$ cat src/rtl/sensor_sequencer.sv
// sensor_sequencer: frame-level controller for the pixel array and output
// buffer. Each accepted start runs erase -> expose -> per-row conversion.
// During conversion it drives the one-hot row select and the shared ramp.
// It then waits for buf_ready before moving on to the next row.
// Optional feature macro: SENSOR_SEQ_ABORT_EN adds an abort input. When abort
// is high at an edge in any non-idle state, the sequencer returns to idle and
// clears every output.
module sensor_sequencer #(
    parameter int ROWS         = 2,
    parameter int RAMP_BITS    = 8,
    parameter int ERASE_CYCLES = 5,
    parameter int EXP_W        = 16
) (
    input  logic                 clk,
    input  logic                 reset,
    input  logic                 start,
    input  logic [EXP_W-1:0]     expose_time,
    input  logic                 buf_ready,
`ifdef SENSOR_SEQ_ABORT_EN
    input  logic                 abort,
`endif
    output logic                 erase,
    output logic                 expose,
    output logic [ROWS-1:0]      row_select,
    output logic                 ramp_en,
    output logic [RAMP_BITS-1:0] dramp,
    output logic                 new_row,
    output logic                 busy,
    output logic                 frame_done
);

    localparam int PW = (EXP_W > RAMP_BITS) ? EXP_W : RAMP_BITS;
    localparam int RW = (ROWS > 1) ? $clog2(ROWS) : 1;

    localparam logic [PW-1:0] ERASE_LAST = PW'(ERASE_CYCLES - 1);
    localparam logic [PW-1:0] RAMP_LAST  = PW'({RAMP_BITS{1'b1}});
    localparam logic [RW-1:0] ROW_LAST   = RW'(ROWS - 1);

    typedef enum logic [2:0] {
        ST_IDLE     = 3'd0,
        ST_ERASE    = 3'd1,
        ST_EXPOSE   = 3'd2,
        ST_CONVERT  = 3'd3,
        ST_LATCH    = 3'd4,
        ST_WAIT_BUF = 3'd5,
        ST_DONE     = 3'd6
    } state_t;

    state_t               state_r;
    logic [PW-1:0]        cnt_r;
    logic [RW-1:0]        cnt_row_r;
    logic [EXP_W-1:0]     exp_r;
    logic [PW-1:0]        exp_last_s;
    logic                 abort_s;

    logic                 erase_r;
    logic                 expose_r;
    logic [ROWS-1:0]      row_select_r;
    logic                 ramp_en_r;
    logic [RAMP_BITS-1:0] dramp_r;
    logic                 new_row_r;
    logic                 busy_r;
    logic                 frame_done_r;

`ifdef SENSOR_SEQ_ABORT_EN
    assign abort_s = abort;
`else
    assign abort_s = 1'b0;
`endif

    // Last exposure count value; exp_r is never 0 because 0 is latched as 1.
    assign exp_last_s = PW'(exp_r) - PW'(1);

    assign erase      = erase_r;
    assign expose     = expose_r;
    assign row_select = row_select_r;
    assign ramp_en    = ramp_en_r;
    assign dramp      = dramp_r;
    assign new_row    = new_row_r;
    assign busy       = busy_r;
    assign frame_done = frame_done_r;

    // Sequencer FSM: outputs are registered to match the state being entered.
    always_ff @(posedge clk or negedge reset) begin
        if (!reset) begin
            state_r      <= ST_IDLE;
            cnt_r        <= '0;
            cnt_row_r    <= '0;
            exp_r        <= '0;
            erase_r      <= 1'b0;
            expose_r     <= 1'b0;
            row_select_r <= '0;
            ramp_en_r    <= 1'b0;
            dramp_r      <= '0;
            new_row_r    <= 1'b0;
            busy_r       <= 1'b0;
            frame_done_r <= 1'b0;
        end else if (abort_s && (state_r != ST_IDLE)) begin
            state_r      <= ST_IDLE;
            cnt_r        <= '0;
            cnt_row_r    <= '0;
            erase_r      <= 1'b0;
            expose_r     <= 1'b0;
            row_select_r <= '0;
            ramp_en_r    <= 1'b0;
            dramp_r      <= '0;
            new_row_r    <= 1'b0;
            busy_r       <= 1'b0;
            frame_done_r <= 1'b0;
        end else begin
            new_row_r    <= 1'b0;
            frame_done_r <= 1'b0;
            case (state_r)
                ST_IDLE: begin
                    if (start) begin
                        state_r   <= ST_ERASE;
                        cnt_r     <= '0;
                        cnt_row_r <= '0;
                        exp_r     <= (expose_time == '0) ? EXP_W'(1) : expose_time;
                        erase_r   <= 1'b1;
                        busy_r    <= 1'b1;
                    end else begin
                        erase_r      <= 1'b0;
                        expose_r     <= 1'b0;
                        row_select_r <= '0;
                        ramp_en_r    <= 1'b0;
                        dramp_r      <= '0;
                        busy_r       <= 1'b0;
                    end
                end
                ST_ERASE: begin
                    if (cnt_r == ERASE_LAST) begin
                        state_r  <= ST_EXPOSE;
                        cnt_r    <= '0;
                        erase_r  <= 1'b0;
                        expose_r <= 1'b1;
                    end else begin
                        cnt_r <= cnt_r + PW'(1);
                    end
                end
                ST_EXPOSE: begin
                    if (cnt_r == exp_last_s) begin
                        state_r      <= ST_CONVERT;
                        cnt_r        <= '0;
                        cnt_row_r    <= '0;
                        expose_r     <= 1'b0;
                        row_select_r <= ROWS'(1);
                        ramp_en_r    <= 1'b1;
                        dramp_r      <= '0;
                    end else begin
                        cnt_r <= cnt_r + PW'(1);
                    end
                end
                ST_CONVERT: begin
                    if (cnt_r == RAMP_LAST) begin
                        // Ramp stops at its terminal value; row stays selected.
                        state_r   <= ST_LATCH;
                        ramp_en_r <= 1'b0;
                        new_row_r <= 1'b1;
                    end else begin
                        cnt_r   <= cnt_r + PW'(1);
                        dramp_r <= RAMP_BITS'(cnt_r + PW'(1));
                    end
                end
                ST_LATCH: begin
                    state_r      <= ST_WAIT_BUF;
                    row_select_r <= '0;
                    dramp_r      <= '0;
                end
                ST_WAIT_BUF: begin
                    if (buf_ready) begin
                        if (cnt_row_r == ROW_LAST) begin
                            state_r      <= ST_DONE;
                            frame_done_r <= 1'b1;
                        end else begin
                            state_r      <= ST_CONVERT;
                            cnt_r        <= '0;
                            cnt_row_r    <= cnt_row_r + RW'(1);
                            row_select_r <= ROWS'(1) << (cnt_row_r + RW'(1));
                            ramp_en_r    <= 1'b1;
                            dramp_r      <= '0;
                        end
                    end else begin
                        state_r <= ST_WAIT_BUF;
                    end
                end
                ST_DONE: begin
                    state_r <= ST_IDLE;
                    busy_r  <= 1'b0;
                end
                default: begin
                    state_r      <= ST_IDLE;
                    cnt_r        <= '0;
                    cnt_row_r    <= '0;
                    erase_r      <= 1'b0;
                    expose_r     <= 1'b0;
                    row_select_r <= '0;
                    ramp_en_r    <= 1'b0;
                    dramp_r      <= '0;
                    busy_r       <= 1'b0;
                end
            endcase
        end
    end

endmodule

$ cat config.mk
export PLATFORM = sky130hd
export DESIGN_NAME = sensor_sequencer
export DESIGN_NICKNAME = d
export VERILOG_FILES = /design/src/rtl/sensor_sequencer.sv
export SDC_FILE = /design/constraint.sdc
export NUM_CORES = 1
export LEC_CHECK = 0
export BUFFER_PORTS_ARGS = -buffer_cell sky130_fd_sc_hd__buf_2
export CAP_MARGIN = 20
export CORE_ASPECT_RATIO = 0.6
export CORE_MARGIN = 2
export CORE_UTILIZATION = 45
export DETAILED_ROUTE_END_ITERATION = 12
export PLACE_DENSITY = 0.75
export REMOVE_ABC_BUFFERS = 1
export SETUP_SLACK_MARGIN = 0.1
export SYNTH_ARGS = -nofsm -noshare
export SYNTH_HDL_FRONTEND = slang
export SYNTH_SLANG_ARGS = --single-unit
$ cat constraint.sdc
create_clock -name clk -period 2.4 [get_ports clk]
set_input_delay 0.12 -clock clk [delete_from_list [all_inputs] [get_ports clk]]
set_output_delay 0.12 -clock clk [all_outputs]
set_load 0.005 [all_outputs]
# Word-level counts from Yosys, hierarchy flattened
# Cells that the tools add are included.
word_totals:
  ff_bits: 52
  latch_bits: 0
  ramBits: 0
  mem_bits_ro: 0
  in_bits: 20
  output_inout_bits: 16
  wordCells: 107
  n_memories: 0
classes:
  add_sub_neg: 3
  mul: 0
  div_mod_pow: 0
  magnitude_cmp: 0
  eq_ne: 17
  shifts: 1
  n_mux: 48
  bitwise_logic: 7
  n_reduce_logical: 19
op_table:
  columns: ["operator", "count"]
  rows:
  - ["$mux W16", 7]
  - ["$pmux W16 S6", 1]
  - ["$mux W8", 5]
  - ["$pmux W8 S5", 1]
  - ["$mux W3", 6]
  - ["$pmux W3 S6", 1]
  - ["$mux W1", 17]
  - ["$add A16 B1 Y16 const B", 1]
  - ["$eq A16 B16 Y1", 1]
  - ["$eq A16 B3 Y1 const B", 1]
  - ["$eq A16 B8 Y1 const B", 1]
  - ["$logic_not A16 Y1", 1]
  - ["$ne A2 B2 Y1 const B", 8]
  - ["$sub A16 B1 Y16 const B", 1]
  - ["$reduce_and A4 Y1", 3]
  - ["$reduce_and A6 Y1", 2]
  - ["$reduce_and A5 Y1", 2]
  - ["$reduce_or A5 Y1", 2]
  - ["$eq A3 B3 Y1 const B", 3]
  - ["$mux W2", 4]
  - ["$pmux W1 S4", 2]
  - ["$pmux W2 S4", 1]
  - ["$reduce_or A4 Y1", 2]
  - ["$not A1 Y1", 7]
  - ["other kinds (11)", 15]

# Longest topological paths before layout
depth:
  word_depth: 5
  ltp_mapped: 11
  mapped_depth_nobuf: 9

# Least setup slack after synthesis
# OpenSTA, ideal clock, no wires.
synth_timing:
  kind: "reg2reg"
  startpoint: "register exp_r[0]"
  endpoint: "register cnt_r[15]"
  setup_ps: 129
  arrival_time_ps: 2443
  path_slack_ps: -172
  path_stages_with_launch: 12
  path_buffers: 2
  period_less_slack_ps: 2572
  path_cell_list: "dfrtp_1 buf_2 inv_1 ha_1 nor4b_2 nand2b_1 xnor2_1 a2111oi_2 nand4_2 buf_2 a32oi_1 o31ai_1"
synth_via:
  elab_chain_cells: 4
synth_lines:
  columns: ["item", "line_no", "source"]
  rows:
  - ["from (decl)", "52", "logic [EXP_W-1:0] exp_r;"]
  - ["from (signal assigned)", "119", "exp_r <= (expose_time == '0) ? EXP_W'(1) : expose_time;"]
  - ["$sub A16 B1 Y16", "72", "assign exp_last_s = PW'(exp_r) - PW'(1);"]
  - ["$eq A16 B16 Y1", "142", "if (cnt_r == exp_last_s) begin"]
  - ["$mux W16", "142", null]
  - ["$pmux W16 S6", "113", "case (state_r)"]
  - ["to (signal assigned)", "138", "cnt_r <= cnt_r + PW'(1);"]
  - ["to (signal assigned)", "151", "cnt_r <= cnt_r + PW'(1);"]
  - ["to (signal assigned)", "161", "cnt_r <= cnt_r + PW'(1);"]
  - ["to (decl)", "50", "logic [PW-1:0] cnt_r;"]
# No other way between the ends.
# A chain may end at the register's enable or synchronous reset.

# Worst setup path after layout
layout_timing:
  startpoint: "register exp_r[3]"
  endpoint: "register cnt_r[5]"
# Same word-level chain as after synthesis.

==> out/metrics.yaml <==
hold_path:
  min_path_type: "primary input to flip-flop"
  holdPathStages: 3
logic_synthesis:
  synth_commonest_cells: "dfrtp_1, nand2_1, nor2_1"
  syn_avg_cell_area_sq_um: 8.77
  synth_seq_cells: 52
  netlist_top_cells_area: "dfrtp_1, nand2_1, mux2_2"
  synth.largest_area_cell: "dfrtp_1"
  synth_top_area_share_pct: 39.2
  synth_cell_types: 57
  async_flop_share_pct: 100
  yosysMostFrequentCell: "dfrtp_1"
  synth-edff-count: 0
  syn_area_sq_mm: 0.00332
  synthCells: 379
  ys.flop_type: "dfrtp_1"
  ys_warn_count: 0
  synth-seq-area-share_pct: 39.2
timing:
  worst_slack_ns: -0.164
  timing.hold.ws_ns: 0.0559
  finalSetupTns_ns: -3.39
  setup_violations: 30
  slew_headroom_pct: 37.7
  min_period_ns: 2.56
  max_freq_mhz: 390
  report.final.slew_viol_count: 0
  hold_viol: 0
  period_share_pct: 107
  worst_slew_pin_slew_ns: 0.930
  rsz0062_at_grt: "yes"
  finClkSkew_ns: 0.00609
placed_design:
  dp_hpwl_um: 6830
  place_congestion: 0.908
  post_dp_cell_area_sq_mm: 0.00388
  io_buffers: 35
  dpl.cell_count: 529
grt:
  grt_pass1_wl_um: 15200
  grt_pass1_vias: 3119
  grt_max_degree: 37
  overflow: 0
  antenna_found_initial: 0
  grt_usage_pct: 23.5
setup_path:
  worst_ep_arrival_time_ns: 2.74
  rr_worst_depth: 12
  crit_family: "buffers and inverters"
  crit_path_max_incr_delay_ns: 0.42
  cp_max_fo: 7
  cp_common_cell: "buf_6"
  crit_path_start_kind: "flip-flop"
  cp.depth: 12
  crit_slowest_cell: "dfrtp_1"
  critPathBufInv: 5
  rrSetupSlack_ns: -0.16
  crit_chain: "buf_6 -> nor4b_4 -> buf_4 -> buf_6 -> nand3_4 -> xnor2_4 -> a2111oi_4 -> buf_4 -> nand4_4 -> buf_6 -> o211ai_1 -> nand2_1"
  crit_required_ns: 2.58
  critPathCaptureType: "flip-flop"
  crit_type: "flip-flop to flip-flop"
detailed_routing:
  dr.pass1.iters: 4
  drt_iter0_markers: 335
  route.vias.total: 3282
  wl_per_cell_um: 17.7
  viasPerCell: 6.03
  ant_nets: 0
  routed_wl_um: 9650
  drc: 0
final_layout:
  num_antenna_cells: 0
  fin_area_sq_mm: 0.00433
  drive_gt1_share_pct: 34.4
  nNetsFinal: 476
  syn_to_final_growth_pct: 30.2
  stdcell_count: 544
clock_tree:
  cts_max_level: 2
  cts_sinks: 52
  numCtsBuffers: 5
  cts_tree: "built"
  insertion_delay_ns: 0.29
  cts_root_buffer: "clkbuf_16"
  path_clk_slew_ns: 0.07
  cts.path.max_buffers: 2
status:
  violations: "negative setup slack"
  status: "finished with violations"
floorplan:
  die_h_um: 70.6
  coreArea_sq_mm: 0.00721
  start_util_pct: 46.1
  rows: 24
  dieArea_sq_mm: 0.00811
  die_x_um: 115
  pin_count: 36
pwr:
  p_leak_uw: 0.00192
  power_uw: 4430
  power.density_mw_per_mm2: 1020
  ir_drop_mv: 0.430
job:
  drv_cap: 0
==> flip-flops by register name, indices dropped and copies added, names as in the netlist <==
name        flops
cnt_r          16
exp_r          16
dramp           8
state_r         3
row_select      2
busy            1
cnt_row_r       1
erase           1
expose          1
frame_done      1
new_row         1
ramp_en         1
==> worst paths after layout <==
kind,start,endpoint
setup / recovery,exp_r[3]$_DFFE_PN0P_,cnt_r[5]$_DFFE_PN0P_
hold / removal,expose_time[2],exp_r[2]$_DFFE_PN0P_
setup reg to reg,exp_r[3]$_DFFE_PN0P_,cnt_r[5]$_DFFE_PN0P_
hold reg to reg,erase$_DFFE_PN0P_,erase$_DFFE_PN0P_
max in group asynchronous,reset,ramp_en$_DFFE_PN0P_
min in group asynchronous,reset,exp_r[3]$_DFFE_PN0P_
==> cell type report <==
class                      count  area [sq um]
sequential                    52          1300
fill                         609          2880
clock inverter                 1          5.00
tap                           91           114
multi-input combinational    285          2080
timing repair buffer          90           629
clock buffer                   6           129
inverter                      19          71.3
==> stage by stage <==
step	util [%]	setup WS, ns
after floorplan	-	-0.424
after global placement	53.9	-0.107
after detailed placement	53.9	-0.166
after CTS	57.2	-0.0251
after global routing	60.0	-0.271
final	60.0	-0.164
==> repair_timing <==
| item | 4_1_cts | 5_1_grt |
|---|---|---|
| resized for setup | 14 | 40 |
| hold buffers | 1 | 0 |
| buffers inserted | 4 | 2 |
| pin swaps | 9 | 25 |
| endpoints found under the hold margin | 34 | 0 |
| setup endpoints to repair | 30 | 30 |
| gates cloned | 0 | 1 |
==> routing by layer <==
metal / vias up / track usage, % / wire (um)
met3: 12 / 4.37 / 702
li1: 1521 / - / -
met4: 0 / 4.15 / 83
met1: 1619 / 36.1 / 4570
met2: 130 / 35.2 / 4300
met5: - / 0 / 0
==> worst min-delay path, cell delays in order <==
cell and delay (ns):
buf_2 0.09, nand2_1 0.05, o21ai_0 0.06
==> power by group <==
part,total [uW],internal [uW],switching [uW]
sequential,1500,1140,355
combinational,2230,1080,1160
clock,695,380,315
total,4430,2600,1830
==> cells in the final DEF (no fill, tap or decap), types with 13 or more instances in the layout <==
cell and instances:
xor2_1 13, mux2_2 14, buf_4 46, buf_2 35
inv_1 17, a21oi_1 17, nor2_1 24, nand2_1 43
dfrtp_1 52
==> cells by family (layout without fill, tap and decap cells) <==
group / count (synthesis) / in the layout / share of synthesized area (%)
buf+inv: 42 / 116 / 5.20
compound gates: 85 / 85 / 17.7
mux: 15 / 15 / 5.05
fa+ha+maj: 3 / 3 / 1.13
simple gates: 160 / 160 / 26.0
flops: 52 / 52 / 39.2
xor+xnor: 22 / 22 / 5.80
No activity file was read; power rests on OpenSTA's default activity.
